### config.mk
export PLATFORM = sky130hd
export DESIGN_NAME = hamming_decoder_serial
export DESIGN_NICKNAME = d
export VERILOG_FILES = /design/src/rtl/hamming_decoder_serial_pkg.sv /design/src/rtl/hamming_decoder_serial_correct_extract.sv /design/src/rtl/hamming_decoder_serial.sv
export SDC_FILE = /design/constraint.sdc
export NUM_CORES = 1
export LEC_CHECK = 0
export CELL_PAD_IN_SITES_DETAIL_PLACEMENT = 1
export CELL_PAD_IN_SITES_GLOBAL_PLACEMENT = 2
export CORE_MARGIN = 3
export CORE_UTILIZATION = 36
export CTS_BUF_LIST = sky130_fd_sc_hd__clkbuf_4 sky130_fd_sc_hd__clkbuf_8
export CTS_CLUSTER_SIZE = 28
export DETAILED_ROUTE_END_ITERATION = 8
export HOLD_SLACK_MARGIN = 0.15
export PLACE_DENSITY = 0.91
export SLEW_MARGIN = 10
export SYNTH_ARGS = -nofsm -noshare
export SYNTH_HDL_FRONTEND = slang
export SYNTH_SLANG_ARGS = --single-unit
### constraint.sdc
create_clock -name clk -period 4 [get_ports clk]
set_input_delay 0.8 -clock clk [delete_from_list [all_inputs] [get_ports clk]]
set_output_delay 0.8 -clock clk [all_outputs]
set_load 0.01 [all_outputs]
### src/rtl/hamming_decoder_serial_pkg.sv
// Shared sizes and code-layout helper for the bit-serial Hamming(21,16) decoder.
package hamming_decoder_serial_pkg;

  localparam int CODE_W    = 21;
  localparam int DATA_W    = 16;
  localparam int SYN_W     = 5;
  localparam int FRAME_LEN = 22;

  localparam logic [SYN_W-1:0] LAST_POS = 5'd21;

  // Code position (1-based) holding data bit idx; parity occupies powers of two.
  function automatic int data_pos(input int idx);
    int n;
    int result;
    n      = 0;
    result = 0;
    for (int pos = 1; pos <= CODE_W; pos++) begin
      if ((pos & (pos - 1)) != 0) begin
        if (n == idx) begin
          result = pos;
        end
        n++;
      end
    end
    return result;
  endfunction

endpackage

### src/rtl/hamming_decoder_serial_correct_extract.sv
// Combinational single-bit correction followed by data-bit extraction.
module hamming_correct_extract
  import hamming_decoder_serial_pkg::*;
(
  input  logic [CODE_W-1:0] code_i,
  input  logic [SYN_W-1:0]  syn_i,
  output logic [DATA_W-1:0] data_o
);

  logic [CODE_W-1:0] flip_s;
  logic [CODE_W-1:0] fixed_s;

  // Syndromes 22..31 match no position, so the mask stays empty and nothing flips.
  always_comb begin
    flip_s  = {CODE_W{1'b0}};
    fixed_s = code_i;
    data_o  = {DATA_W{1'b0}};
    for (int k = 0; k < CODE_W; k++) begin
      flip_s[k] = (syn_i == SYN_W'(k + 1));
    end
    fixed_s = code_i ^ flip_s;
    for (int i = 0; i < DATA_W; i++) begin
      data_o[i] = fixed_s[data_pos(i) - 1];
    end
  end

endmodule

### src/rtl/hamming_decoder_serial.sv
// Bit-serial Hamming(21,16) decoder: samples a codeword every 22 clocks and
// accumulates its syndrome one position per clock before correcting.
module hamming_decoder_serial
  import hamming_decoder_serial_pkg::*;
(
  input  logic              clk,
  input  logic              rst,
  input  logic [CODE_W-1:0] e,
  output logic [DATA_W-1:0] op,
  output logic [SYN_W-1:0]  p
);

  logic [SYN_W-1:0]  cnt_q,  cnt_d;
  logic [CODE_W-1:0] ereg_q, ereg_d;
  logic [SYN_W-1:0]  acc_q,  acc_d;
  logic [DATA_W-1:0] op_q,   op_d;
  logic [SYN_W-1:0]  p_q,    p_d;

  logic [31:0]       ereg_ext_s;
  logic [SYN_W-1:0]  idx_s;
  logic              bit_s;
  logic [SYN_W-1:0]  syn_s;
  logic [DATA_W-1:0] fixed_s;

  // Syndrome including the current position, so the final edge sees the full value.
  always_comb begin
    ereg_ext_s = {11'd0, ereg_q};
    idx_s      = cnt_q - 5'd1;
    if (cnt_q != 5'd0) begin
      bit_s = ereg_ext_s[idx_s];
    end else begin
      bit_s = 1'b0;
    end
    syn_s = acc_q ^ (bit_s ? cnt_q : 5'd0);
  end

  hamming_correct_extract u_correct (
    .code_i (ereg_q),
    .syn_i  (syn_s),
    .data_o (fixed_s)
  );

  // Frame sequencing: sample, accumulate 21 positions, then publish.
  always_comb begin
    cnt_d  = cnt_q;
    ereg_d = ereg_q;
    acc_d  = acc_q;
    op_d   = op_q;
    p_d    = p_q;
    case (cnt_q)
      5'd0: begin
        ereg_d = e;
        acc_d  = 5'd0;
        cnt_d  = 5'd1;
      end
      LAST_POS: begin
        acc_d = syn_s;
        p_d   = syn_s;
        op_d  = fixed_s;
        cnt_d = 5'd0;
      end
      default: begin
        if (cnt_q < LAST_POS) begin
          acc_d = syn_s;
          cnt_d = cnt_q + 5'd1;
        end else begin
          cnt_d = 5'd0;
        end
      end
    endcase
  end

  // State and output registers.
  always_ff @(posedge clk or posedge rst) begin
    if (rst) begin
      cnt_q  <= 5'd0;
      ereg_q <= 21'd0;
      acc_q  <= 5'd0;
      op_q   <= 16'd0;
      p_q    <= 5'd0;
    end else begin
      cnt_q  <= cnt_d;
      ereg_q <= ereg_d;
      acc_q  <= acc_d;
      op_q   <= op_d;
      p_q    <= p_d;
    end
  end

  assign op = op_q;
  assign p  = p_q;

endmodule

==> results.sh <==
export IMPL_status="completed"
export IMPL_synth_top_area_share_pct=45.8
export IMPL_drt_wirelength_per_cell_um=18.1
export IMPL_cts_tree="yes"
export IMPL_synth_area_leaders="dfrtp_1, mux2_2, xnor2_1"
export IMPL_rsz0062_at_grt="no"
export IMPL_place_congestion=0.872
export IMPL_post_synth_top_area_cell="dfrtp_1"
export IMPL_via_per_inst=5.34
export IMPL_ys_seq_area_share_pct=45.8
export IMPL_synthCells=273
export IMPL_core_region_area_um2=7450
export IMPL_cp_slowest_stage_delay_ns=0.55
export IMPL_drive_above_1_share_pct=17.5
export IMPL_fin_tns_setup_ns=0
export IMPL_fin_crit_ns=3.56
export IMPL_synth_cell_types=50
export IMPL_clk_pin_slew_ns=0.10
export IMPL_pin_count=44
export IMPL_die_area_um2=8990
export IMPL_path_class="flip-flop to flip-flop"
export IMPL_maxSlewHeadroom_pct=39.5
export IMPL_leakagePower_nw=1.41
export IMPL_synth_area_um2=2840
export IMPL_grt_pass1_wl_um=12500
export IMPL_syn_to_final_growth_pct=22.3
export IMPL_required_ns=4.21
export IMPL_htreeDepth=2
export IMPL_cts_resized=0
export IMPL_finalMaxSlewViolations=0
export IMPL_end_kind="flip-flop"
export IMPL_p_comb_share_pct=19.8
export IMPL_drt_total_wl_um=7490
export IMPL_num_fill_cells=857
export IMPL_synth_edff_count=0
export IMPL_critPathLaunchType="flip-flop"
export IMPL_tightestPinTransition_ns=0.907
export IMPL_holdCritPathClass="flip-flop to flip-flop"
export IMPL_grtUsageTotal_pct=18.4
export IMPL_yosys_register_bits=52
export IMPL_vias=2212
export IMPL_drc_errors=0
export IMPL_cp_cell_sequence="inv_1 -> ha_1 -> mux4_2 -> a21oi_1 -> o32ai_1 -> o31ai_2 -> xor2_2 -> o21ai_2 -> nor3_1 -> xnor2_1 -> o21ai_1"
export IMPL_pwr_share_clk_pct=28.1
export IMPL_r2r_slack_ns=0.44
export IMPL_postCtsHoldBufs=0
export IMPL_cts_sinks=52
export IMPL_setup_viol=0
export IMPL_pwr_share_seq_pct=52.2
export IMPL_antenna_found_initial=0
export IMPL_power_switching_uw=339
export IMPL_arrival_ns=3.76
export IMPL_slowest_stage="dfrtp_1"
export IMPL_drtPass1Iterations=4
export IMPL_die_w_um=94.8
export IMPL_final_setup_skew_ns=0.0155
export IMPL_powerDensity_nw_per_um2=342
export IMPL_final_antenna_net_count=0
export IMPL_start_util_pct=38.1
export IMPL_cts_buffers=5
export IMPL_avgSynthCellArea_um2=10.4
export IMPL_antenna_cells=0
export IMPL_ctsLongestPathBuffers=2
export IMPL_dieHeight_um=94.8
export IMPL_fin_nets=340
export IMPL_port_buffers=43
export IMPL_grt_max_degree=53
export IMPL_drtIter0Drc=101
export IMPL_worst_ir_drop_vdd_mv=0.193
export IMPL_rows=31
export IMPL_hold_viol_final=0
export IMPL_maxCapViolCount=0
export IMPL_fin_hold_ws_ns=0.489
export IMPL_swShare_pct=28.5
export IMPL_clock_latency_ns=0.33
export IMPL_ys_warn_count=0
export IMPL_clock_fmax_mhz=281
export IMPL_syn_nets=299
export IMPL_cts_setup_buffers=0
export IMPL_grt_pass1_vias=2327
export IMPL_cts_root_buf="clkbuf_8"
export IMPL_async_flop_share_pct=100
export IMPL_post_route_period_util_pct=88.9
export IMPL_dp_hpwl_um=5740
export IMPL_overflow=0
export IMPL_worstPathMaxFanout=11
export IMPL_p_int_uw=848
export IMPL_ys_flop_type="dfrtp_1"
[critical path, delay by kind of cell, from the launching register on]
kind / cells / cell delay [ns]
buffers and inverters: 1 / 0.13
DFF: 1 / 0.55
xor gates and xnor gates: 2 / 0.58
and+or+nand+nor: 1 / 0.25
adders and majority gates: 1 / 0.46
muxes: 1 / 0.36
AOI/OAI and AO/OA: 5 / 1.09
[cell families after synthesis]
| family | Yosys count | synth area share [%] |
|---|---|---|
| compound gates | 63 | 14.1 |
| xor+xnor | 26 | 8.55 |
| fa+ha+maj | 3 | 1.32 |
| buf+inv | 22 | 3.22 |
| flops | 52 | 45.8 |
| mux | 28 | 13.0 |
| simple gates | 79 | 13.9 |
[worst paths after layout]
path,depth (start not counted),startpoint,endpoint
setup reg to reg,11,cnt_q[1],op[6]
max in group asynchronous,2,rst,op[15]
hold reg to reg,2,op[13],op[13]
min in group asynchronous,2,rst,ereg_q[5]
setup / recovery,11,cnt_q[1],op[6]
hold / removal,2,op[13],op[13]
[sequential cells by signal, summed over array words and instances, names as in the netlist]
name / count
ereg_q: 21
op: 16
acc_q: 5
cnt_q: 5
p: 5
[cells in the mapped netlist (2+ instances only)]
master and instances:
o211ai_1 2, ha_1 3, mux4_2 5, xor2_1 5, inv_1 7, o21ai_1 13, clkbuf_1 12, nand4_1 2
nor3_1 12, or2_2 2, o21ai_0 19, nand2_1 31, nand2b_1 4, nor4_2 2, a21o_1 2, xor2_2 2
dfrtp_1 52, nand3_1 2, xnor2_1 19, a21oi_1 9, mux2_2 21, o32ai_1 2, a211oi_1 2, nor3b_1 2
nor2_1 12, nor2b_1 4, mux2i_1 2
[area by class of cell]
cell class | count | area [um^2] | area share (%)
Multi-Input combinational cell | 199 | 1450 | 41.8
Sequential cell | 52 | 1300 | 37.5
Timing Repair Buffer | 49 | 475 | 13.7
Tap cell | 99 | 124 | 3.57
Clock buffer | 6 | 76.3 | 2.20
Inverter | 7 | 27.5 | 0.793
Clock inverter | 2 | 17.5 | 0.504
[layout by cell type, fill, tap and decap left out, types with 4 or more instances in the layout]
| cell | n |
|---|---|
| o21ai_1 | 13 |
| mux2_2 | 21 |
| xor2_1 | 5 |
| xnor2_1 | 19 |
| mux4_2 | 5 |
| buf_4 | 6 |
| a21oi_1 | 9 |
| nor3_1 | 11 |
| nor2b_1 | 4 |
| nand2b_1 | 4 |
| clkdlybuf4s50_1 | 43 |
| nand2_1 | 31 |
| dfrtp_1 | 52 |
| inv_1 | 6 |
| o21ai_0 | 19 |
| clkbuf_8 | 5 |
| nor2_1 | 12 |
[power groups by stage]
stage	Clock [mW]	Sequential (mW)	Combinational, mW
floorplan	0	0.640	0.0885
global placement	0	0.628	0.234
detailed placement	0	0.631	0.239
CTS	0.346	0.621	0.239
global route	0.371	0.628	0.258
finish	0.333	0.619	0.235
[layer usage]
layer / track usage, % / vias up / share of wire (%)
li1: - / 1035 / -
met4: 5.77 / 0 / 1.3
met2: 29.4 / 41 / 47
met3: 3.35 / 8 / 3.3
met1: 25.3 / 1128 / 48
met5: 0 / - / 0
[metrics by stage]
stage          util [%]  cells  setup WS [ns]  instance area, um^2  power (mW)
6_report           46.6    414          0.443                 3470        1.19
5_1_grt            46.6    414          0.171                 3470        1.26
4_1_cts            46.6    414          0.451                 3470        1.21
3_5_place_dp       45.4    406          0.466                 3380       0.871
3_3_place_gp       45.4    406          0.563                 3380       0.861
2_1_floorplan         -    273          0.759                 2840       0.728
Power figures use the tool's default switching activity.
